## src/rtl/adder_result_collector_if.sv

```systemverilog
// Stream bundle between the adder FU, the result collector and the tile's output routing.
// The collector side uses the slave modport; the FU/consumer side uses master.
interface adder_result_collector_if #(
    parameter int WIDTH = 16
);
    logic                   in_valid;
    logic                   in_ready;
    logic [3:0][WIDTH-1:0]  in_results;
    logic                   in_carry;
    logic [1:0]             in_config;

    logic                   out_valid;
    logic                   out_ready;
    logic [4*WIDTH-1:0]     out_data;
    logic [1:0]             out_index;
    logic                   out_last;
    logic                   out_carry;

    modport master (
        output in_valid, in_results, in_carry, in_config, out_ready,
        input  in_ready, out_valid, out_data, out_index, out_last, out_carry
    );

    modport slave (
        input  in_valid, in_results, in_carry, in_config, out_ready,
        output in_ready, out_valid, out_data, out_index, out_last, out_carry
    );
endinterface

```

## src/rtl/adder_result_collector.sv

```systemverilog
// Captures adder FU lane results into a small FIFO and serializes each entry as 1, 2 or 4
// words depending on its lane configuration; illegal configurations are dropped and flagged.
module adder_result_collector #(
    parameter int WIDTH = 16,
    parameter int DEPTH = 4
) (
    input  logic                     clk_i,
    input  logic                     reset_ni,
    adder_result_collector_if.slave  bus,
    output logic [$clog2(DEPTH):0]   occupancy_o,
    output logic                     err_cfg_o
);

    localparam int PW = $clog2(DEPTH);
    localparam int OW = PW + 1;
    localparam logic [1:0] CFG_ILLEGAL = 2'd2;

    logic [3:0][WIDTH-1:0] res_q [DEPTH];
    logic [DEPTH-1:0]      carry_q;
    logic [1:0]            cfg_q [DEPTH];

    logic [PW-1:0] wr_ptr_q, wr_ptr_d;
    logic [PW-1:0] rd_ptr_q, rd_ptr_d;
    logic [OW-1:0] occ_q, occ_d;
    logic [1:0]    wc_q, wc_d;
    logic          err_q, err_d;

    logic                  empty, full, accept, store, xfer, pop;
    logic [3:0][WIDTH-1:0] head_res;
    logic                  head_carry;
    logic [1:0]            head_cfg;
    logic [1:0]            last_wc;

    assign empty      = (occ_q == '0);
    assign full       = (occ_q == OW'(DEPTH));
    assign head_res   = res_q[rd_ptr_q];
    assign head_carry = carry_q[rd_ptr_q];
    assign head_cfg   = cfg_q[rd_ptr_q];

    // in_ready sees only registered state (plus reset), never out_ready.
    assign bus.in_ready = reset_ni && !full;
    assign accept       = bus.in_valid && bus.in_ready;
    assign store        = accept && (bus.in_config != CFG_ILLEGAL);

    always_comb begin
        last_wc = 2'd0;
        case (head_cfg)
            2'd0:    last_wc = 2'd3;
            2'd1:    last_wc = 2'd1;
            default: last_wc = 2'd0;
        endcase
    end

    always_comb begin
        bus.out_valid = !empty;
        bus.out_index = '0;
        bus.out_last  = 1'b0;
        bus.out_carry = 1'b0;
        bus.out_data  = '0;
        if (!empty) begin
            bus.out_index = wc_q;
            bus.out_last  = (wc_q == last_wc);
            bus.out_carry = (wc_q == last_wc) && head_carry;
            case (head_cfg)
                2'd0: bus.out_data[WIDTH-1:0] = head_res[wc_q];
                2'd1: begin
                    if (wc_q[0])
                        bus.out_data[2*WIDTH-1:0] = {head_res[3], head_res[2]};
                    else
                        bus.out_data[2*WIDTH-1:0] = {head_res[1], head_res[0]};
                end
                default: bus.out_data = head_res;
            endcase
        end
    end

    assign xfer = bus.out_valid && bus.out_ready;
    assign pop  = xfer && bus.out_last;

    always_comb begin
        wr_ptr_d = wr_ptr_q + PW'(store);
        rd_ptr_d = rd_ptr_q + PW'(pop);
        occ_d    = occ_q + OW'(store) - OW'(pop);
        err_d    = err_q || (accept && (bus.in_config == CFG_ILLEGAL));
        wc_d     = wc_q;
        if (pop)
            wc_d = 2'd0;
        else if (xfer)
            wc_d = wc_q + 2'd1;
    end

    always_ff @(posedge clk_i) begin
        if (!reset_ni) begin
            wr_ptr_q <= '0;
            rd_ptr_q <= '0;
            occ_q    <= '0;
            wc_q     <= '0;
            err_q    <= 1'b0;
        end else begin
            wr_ptr_q <= wr_ptr_d;
            rd_ptr_q <= rd_ptr_d;
            occ_q    <= occ_d;
            wc_q     <= wc_d;
            err_q    <= err_d;
        end
    end

    // Entry storage needs no reset: validity is tracked entirely by the pointers.
    always_ff @(posedge clk_i) begin
        if (store) begin
            res_q[wr_ptr_q]   <= bus.in_results;
            carry_q[wr_ptr_q] <= bus.in_carry;
            cfg_q[wr_ptr_q]   <= bus.in_config;
        end
    end

    assign occupancy_o = occ_q;
    assign err_cfg_o   = err_q;

endmodule
```

## src/flat_wrapper.sv

```systemverilog
// flat-port wrapper written by rule: the top's interface ports become plain ports
module adder_result_collector_flat 
#(
    parameter int WIDTH = 16,
    parameter int DEPTH = 4
)
  (clk_i, reset_ni, occupancy_o, err_cfg_o, bus_in_valid, bus_in_results, bus_in_carry, bus_in_config, bus_out_ready, bus_in_ready, bus_out_valid, bus_out_data, bus_out_index, bus_out_last, bus_out_carry);
  adder_result_collector_if #(.WIDTH(WIDTH)) bus_i ();
  input  logic clk_i;
  input  logic reset_ni;
  output logic [$clog2(DEPTH):0] occupancy_o;
  output logic err_cfg_o;
  input wire logic [$bits(bus_i.in_valid)-1:0] bus_in_valid;
  input wire logic [$bits(bus_i.in_results)-1:0] bus_in_results;
  input wire logic [$bits(bus_i.in_carry)-1:0] bus_in_carry;
  input wire logic [$bits(bus_i.in_config)-1:0] bus_in_config;
  input wire logic [$bits(bus_i.out_ready)-1:0] bus_out_ready;
  output wire logic [$bits(bus_i.in_ready)-1:0] bus_in_ready;
  output wire logic [$bits(bus_i.out_valid)-1:0] bus_out_valid;
  output wire logic [$bits(bus_i.out_data)-1:0] bus_out_data;
  output wire logic [$bits(bus_i.out_index)-1:0] bus_out_index;
  output wire logic [$bits(bus_i.out_last)-1:0] bus_out_last;
  output wire logic [$bits(bus_i.out_carry)-1:0] bus_out_carry;
  assign bus_i.in_valid = bus_in_valid;
  assign bus_i.in_results = bus_in_results;
  assign bus_i.in_carry = bus_in_carry;
  assign bus_i.in_config = bus_in_config;
  assign bus_i.out_ready = bus_out_ready;
  assign bus_in_ready = bus_i.in_ready;
  assign bus_out_valid = bus_i.out_valid;
  assign bus_out_data = bus_i.out_data;
  assign bus_out_index = bus_i.out_index;
  assign bus_out_last = bus_i.out_last;
  assign bus_out_carry = bus_i.out_carry;
  adder_result_collector #(.WIDTH(WIDTH), .DEPTH(DEPTH)) u_core (.clk_i(clk_i), .reset_ni(reset_ni), .bus(bus_i), .occupancy_o(occupancy_o), .err_cfg_o(err_cfg_o));
endmodule
```

## config.mk

```make
export PLATFORM = sky130hd
export DESIGN_NAME = adder_result_collector_flat
export DESIGN_NICKNAME = d
export VERILOG_FILES = /design/src/rtl/adder_result_collector_if.sv /design/src/rtl/adder_result_collector.sv /design/src/flat_wrapper.sv
export SDC_FILE = /design/constraint.sdc
export NUM_CORES = 1
export LEC_CHECK = 0
export ABC_AREA = 1
export CAP_MARGIN = 20
export CORE_ASPECT_RATIO = 0.7
export CORE_MARGIN = 2
export CORE_UTILIZATION = 35
export DETAILED_ROUTE_END_ITERATION = 10
export PLACE_DENSITY_LB_ADDON = 0.15
export REMOVE_ABC_BUFFERS = 1
export SKIP_LAST_GASP = 1
export SYNTH_ARGS = -nofsm -noshare
export SYNTH_HDL_FRONTEND = slang
export SYNTH_SLANG_ARGS = --single-unit
```

## constraint.sdc

```tcl
create_clock -name clk_i -period 7.3 [get_ports clk_i]
set_input_delay 1.46 -clock clk_i [delete_from_list [all_inputs] [get_ports clk_i]]
set_output_delay 1.46 -clock clk_i [all_outputs]
set_load 0.02 [all_outputs]
```

==> results.py, run 1 <==
metrics = {
    "clock_tree": {
        "clock_latency_ns": 0.55,
        "clock_path_buffers": 3,
        "cts_tree": "yes",
        "clkSinkCount": 278,
        "htree_num_levels": 1,
        "clk_pin_slew_worst_paths_ns": 0.06,
        "ctsHoldBuffers": 0,
        "cts_setup_buffers": 0,
        "cts_root_buf": "clkbuf_16",
        "cts_resized": 0,
        "cts_buffers": 29,
    },
    "sta": {
        "setup_viol_count_final": 0,
        "maxSlewViolCount": 0,
        "fmax_ghz": 0.1700,
        "rsz0062_at_grt": "false",
        "finalCriticalPeriod_ns": 5.881,
        "skew_ns": 0.008253,
        "relSlewSlack": 0.2511,
        "hold_violations": 0,
        "finalCritPeriodShare": 0.8056,
        "worstMarginPinSlew_ns": 1.123,
    },
    "status": {
        "status": "finished, final reports clean",
    },
    "setup_path": {
        "worst-path-buf-inv": 4,
        "path_cells": "inv_4 -> nand2_1 -> nand3_1 -> nand2_2 -> inv_2 -> nor2_4 -> buf_16 -> nand2_1 -> nand2_1 -> nor2_1 -> nor2_1 -> clkdlybuf4s50_1",
        "critPathLaunchType": "register",
        "arrival_ns": 4.42,
        "path_max_fanout": 68,
        "crit_type": "reg2out",
        "end_kind": "output pin",
        "cp.required_ns": 5.84,
        "reg2reg_from": "u_core.rd_ptr_q[0]",
        "critPathLaunch": "u_core.rd_ptr_q[0]",
        "critical-path-slowest-cell": "dfxtp_4",
        "critPathMostFrequentCell": "nand2_1",
        "max_stage_delay_ns": 0.86,
        "crit_family": "buffers and inverters",
    },
    "synth": {
        "synth_warnings": 0,
        "synth_seq_area_share": 0.6769,
        "synth_area_leaders": "edfxtp_1, nand2_1, nand3_1, o21ai_0, nor2_1",
        "syn-cell-area_sq_um": 12190,
        "synth_cell_types": 30,
        "syn_inst": 1163,
        "synthDominantCellAreaShare": 0.6604,
        "avgSynthCellArea_sq_um": 10.48,
        "synthFlopType": "edfxtp_1",
        "synth_seq_cells": 278,
        "synth_edf_count": 268,
        "synth_top_area_cell": "edfxtp_1",
        "async_flop_share": 0,
    },
    "floorplan": {
        "start_util": 0.3530,
        "rows": 57,
        "die_h_um": 160.1,
        "die_area_sq_um": 36350,
        "core_sq_um": 34520,
        "die_w_um": 227.0,
        "io_pins": 145,
    },
    "grt": {
        "grt_pass1_wl_mm": 52.00,
        "groute.usage.overall": 0.1893,
        "overflow": 0,
        "grt_pass1_vias": 8435,
        "antenna_found_initial": 0,
        "grt_max_degree": 70,
    },
    "job": {
        "cap_violations": 0,
    },
    "power": {
        "seq_power_share": 0.446,
        "p_int_mw": 2.954,
        "p_per_area_nw_per_um2": 275.1,
        "power.switching_mw": 1.174,
        "leakagePower_nw": 5.512,
        "pwr-share-comb": 0.199,
        "clockPowerShare": 0.355,
        "total_power_mw": 4.128,
        "swShare": 0.2844,
        "vdd_ir_drop_max_uv": 148.9,
    },
    "finish": {
        "design_area_sq_um": 15010,
        "n_antenna_cell": 0,
        "multiInputGateArea_sq_um": 3498,
        "area_delta_synth_final_pct": 23.15,
        "layout-drive-gt1-share": 0.05670,
        "most-common-layout-cells": "nand2_1, edfxtp_1, nand3_1, clkdlybuf4s50_1, nor2_1",
        "fillers": 3271,
        "regArea_sq_um": 8257,
        "num-nets-final": 1361,
        "final_common_cell": "nand2_1",
    },
    "routing": {
        "wl_per_cell_um": 19.38,
        "wl_mm": 34.44,
        "drc": 0,
        "dr_wl_met3_mm": 1.639,
        "dr_wl_met2_mm": 15.87,
        "vias": 8724,
        "drt_first_iter_violations": 727,
        "m1WireLength_mm": 16.17,
        "dr.pass1.iters": 5,
        "top_layer": "met4",
        "antenna_left": 0,
        "viasPerCell": 4.909,
    },
    "place": {
        "gp_congestion": 0.7421,
        "dp_hpwl_mm": 19.61,
        "port_buffers": 144,
        "place_area_sq_um": 14020,
    },
    "hold_path": {
        "hold_class": "reg2reg",
        "min_from": "u_core.err_cfg_o",
    },
}
==> metal layers <==
metal  up-vias  GRT usage
li1       4258          -
met1      4179     0.2707
met2       241     0.3028
met3        46    0.02833
met4         0    0.04694
met5         -          0
==> through the flow <==
stage               hold slack [ns]  std cells  utilization  TNS, ns  setup slack, ns
finish                       0.4807       1777       0.4348        0            1.419
global route                 0.5035       1777       0.4348        0            1.118
CTS                          0.4894       1775       0.4332        0            1.350
detailed placement           0.4742       1724       0.4063        0            1.955
global placement             0.4533       1722       0.4047        0            1.784
floorplan                    0.5276       1094            -   -20.68          -0.1544
==> flip-flops by register name, summed over array words and instances, names as in the netlist <==
register            flops
u_core.carry_q          4
u_core.cfg_q            8
u_core.err_cfg_o        1
u_core.occupancy_o      3
u_core.rd_ptr_q         2
u_core.res_q          256
u_core.wc_q             2
u_core.wr_ptr_q         2
==> final cells by class <==
| cell class | count | area share |
|---|---|---|
| Clock buffer | 33 | 0.04936 |
| Clock inverter | 18 | 0.01242 |
| Inverter | 24 | 0.006170 |
| Multi-Input combinational cell | 792 | 0.2331 |
| Sequential cell | 278 | 0.5502 |
| Tap cell | 472 | 0.03935 |
| Timing Repair Buffer | 160 | 0.1094 |
==> cells by family after synthesis <==
kind of cell               synth area share
AOI/OAI and AO/OA                   0.03645
adders and majority gates          0.005750
buffers and inverters               0.03850
xor gates and xnor gates           0.002876
and+or+nand+nor                      0.2396
DFF                                  0.6769
==> cell usage after synthesis (3+ instances only) <==
cell	number
edfxtp_1	268
nor3_1	3
ha_1	4
a21oi_1	3
clkbuf_1	12
buf_4	5
nor2_1	79
nand3_1	198
dfxtp_1	10
buf_1	3
buf_6	6
inv_1	20
o21ai_0	73
nand2_1	408
buf_2	42
o21ai_1	10
==> final timing paths <==
| check | cells after the start | slack, ns | to |
|---|---|---|---|
| worst max-delay path | 12 | 1.42 | bus_out_data[12] |
| worst min-delay path | 1 | 0.48 | u_core.err_cfg_o |
| worst max register to register | 14 | 3.26 | u_core.occupancy_o[2] |
| worst min register to register | 1 | 0.48 | u_core.err_cfg_o |
==> power by group through the flow <==
stage          Combinational (mW)  Sequential (mW)  Clock, mW
2_1_floorplan               0.411             1.87          0
3_3_place_gp                0.822             1.88          0
3_5_place_dp                0.826             1.88          0
4_1_cts                     0.830             1.84       1.49
5_1_grt                     0.894             1.85       1.56
6_report                    0.820             1.84       1.47
No activity file was read; power rests on OpenSTA's default activity.
==> run 2, diff against run 1 <==
==> constraint.sdc (replaced) <==
create_clock -name clk_i -period 4.84 [get_ports clk_i]
set_input_delay 0.968 -clock clk_i [delete_from_list [all_inputs] [get_ports clk_i]]
set_output_delay 0.968 -clock clk_i [all_outputs]
set_load 0.02 [all_outputs]
==> results.py, run 2 (synthesized netlist as in run 1, its figures left out) <==
metrics = {
    "status": {
        "status": "finished, final reports clean",
    },
    "setup_path": {
        "max_stage_delay_ns": 0.65,
        "critical-path-slowest-cell": "clkdlybuf4s50_1",
        "critPathMostFrequentCell": "nand2_1",
        "critPathLaunchType": "register",
        "crit_family": "buffers and inverters",
        "crit_type": "reg2out",
        "worst-path-stages": 11,
        "reg2reg_depth": 15,
        "path_cells": "buf_4 -> nand2_1 -> nand3_1 -> nand2_2 -> nor2_4 -> buf_4 -> nand2_1 -> nand2_1 -> nor2_1 -> nor2_1 -> clkdlybuf4s50_1",
        "worst-path-buf-inv": 3,
        "cp.required_ns": 3.87,
        "arrival_ns": 3.48,
        "path_max_fanout": 64,
        "end_kind": "output pin",
    },
    "clock_tree": {
        "clk_pin_slew_worst_paths_ns": 0.06,
        "cts_root_buf": "clkbuf_16",
        "htree_num_levels": 1,
        "clock_latency_ns": 0.55,
        "ctsHoldBuffers": 0,
        "clock_path_buffers": 3,
        "cts_resized": 0,
        "clkSinkCount": 278,
        "cts_setup_buffers": 0,
        "cts_buffers": 29,
        "cts_tree": "yes",
    },
    "grt": {
        "grt_pass1_wl_mm": 50.81,
        "grt_pass1_vias": 8383,
        "grt_max_degree": 65,
        "groute.usage.overall": 0.1846,
        "overflow": 0,
        "antenna_found_initial": 2,
    },
    "finish": {
        "design_area_sq_um": 14920,
        "fin_util": 0.4323,
        "fillers": 3309,
        "final_common_cell": "nand2_1",
        "num-nets-final": 1367,
        "top_regs": "u_core.res_q (256), u_core.cfg_q (8), u_core.carry_q (4)",
        "largest_reg_flops": 256,
        "top_register": "u_core.res_q",
        "layout-drive-gt1-share": 0.05653,
        "area_delta_synth_final_pct": 22.45,
        "stdcell_count": 1783,
        "most-common-layout-cells": "nand2_1, edfxtp_1, nand3_1, clkdlybuf4s50_1, nor2_1",
    },
    "power": {
        "total_power_mw": 6.061,
        "leakagePower_nw": 5.470,
        "vdd_ir_drop_max_uv": 233.0,
        "p_per_area_nw_per_um2": 406.2,
    },
    "routing": {
        "drc": 0,
        "viasPerCell": 4.918,
        "vias": 8769,
        "antenna_left": 0,
        "wl_per_cell_um": 18.90,
        "drt_first_iter_violations": 630,
        "wl_mm": 33.70,
        "dr.pass1.iters": 5,
    },
    "place": {
        "dp_hpwl_mm": 19.42,
        "dp_cells": 1732,
        "place_area_sq_um": 14080,
        "gp_congestion": 0.7256,
        "port_buffers": 144,
    },
    "floorplan": {
        "die_w_um": 227.0,
        "start_util": 0.3530,
        "rows": 57,
        "io_pins": 145,
        "die_area_sq_um": 36350,
        "die_h_um": 160.1,
        "core_sq_um": 34520,
    },
    "sta": {
        "setup_viol_count_final": 0,
        "rsz0062_at_grt": "false",
        "worstMarginPinSlew_ns": 0.9145,
        "fmax_ghz": 0.2250,
        "skew_ns": 0.007056,
        "hold_violations": 0,
        "maxSlewViolCount": 0,
        "hold_slack_ns": 0.4792,
        "relSlewSlack": 0.3895,
        "finalCritPeriodShare": 0.9184,
        "finalCriticalPeriod_ns": 4.445,
    },
    "hold_path": {
        "min_path_cells": 1,
        "hold_class": "reg2reg",
    },
    "job": {
        "cap_violations": 0,
    },
}
## run 2: cell types whose count changed in the layout (fill, tap and decap cells not counted), sizes merged
| cell | before | now |
|---|---|---|
| clkinvlp | 0 | 1 |
| diode | 0 | 2 |
| clkbuf | 33 | 42 |
| bufinv | 4 | 1 |
| buf | 16 | 22 |
| clkinv | 14 | 6 |
| inv | 24 | 23 |
## run 2: final timing paths
check / from / endpoint / slack (ns)
setup / recovery: u_core.rd_ptr_q[0] / bus_out_data[7] / 0.39
hold / removal: u_core.err_cfg_o / u_core.err_cfg_o / 0.48
setup reg to reg: u_core.rd_ptr_q[0] / u_core.occupancy_o[1] / 1.76
hold reg to reg: u_core.err_cfg_o / u_core.err_cfg_o / 0.48
## run 2: cell type report
cell class | instances | area [sq um] | share of cell area
sequential | 278 | 8257 | 0.5534
tap | 472 | 590.6 | 0.03958
clock inverter | 7 | 58.81 | 0.003941
antenna | 2 | 5.005 | 0.0003354
inverter | 24 | 92.59 | 0.006205
multi-input combinational | 792 | 3498 | 0.2345
clock buffer | 42 | 774.5 | 0.05191
timing repair buffer | 166 | 1644 | 0.1102
## run 2: metal layers
metal	part of all wire	GRT usage	vias up
li1	-	-	4262
met1	0.46	0.2617	4181
met2	0.46	0.2964	276
met3	0.056	0.03054	50
met4	0.024	0.04486	0
met5	0	0	-
## run 2: worst register-to-register path, delay by kind of cell (launching register included)
family | cells | cell delay, ns
and+or+nand+nor | 8 | 0.86
buffers and inverters | 4 | 0.83
adders and majority gates | 3 | 0.79
DFF | 1 | 0.49
## run 2: report_power, final
part           switching (mW)  internal, mW
sequential             0.0247          2.71
combinational           0.828         0.448
clock                   0.899          1.15
total                    1.75          4.31
## run 2: through the flow
step,TNS (ns),setup slack (ns)
after floorplan,-410.61,-2.122
after global placement,0,0.9974
after detailed placement,0,0.9553
after CTS,0,0.3556
after global routing,0,0.1162
final,0,0.3949
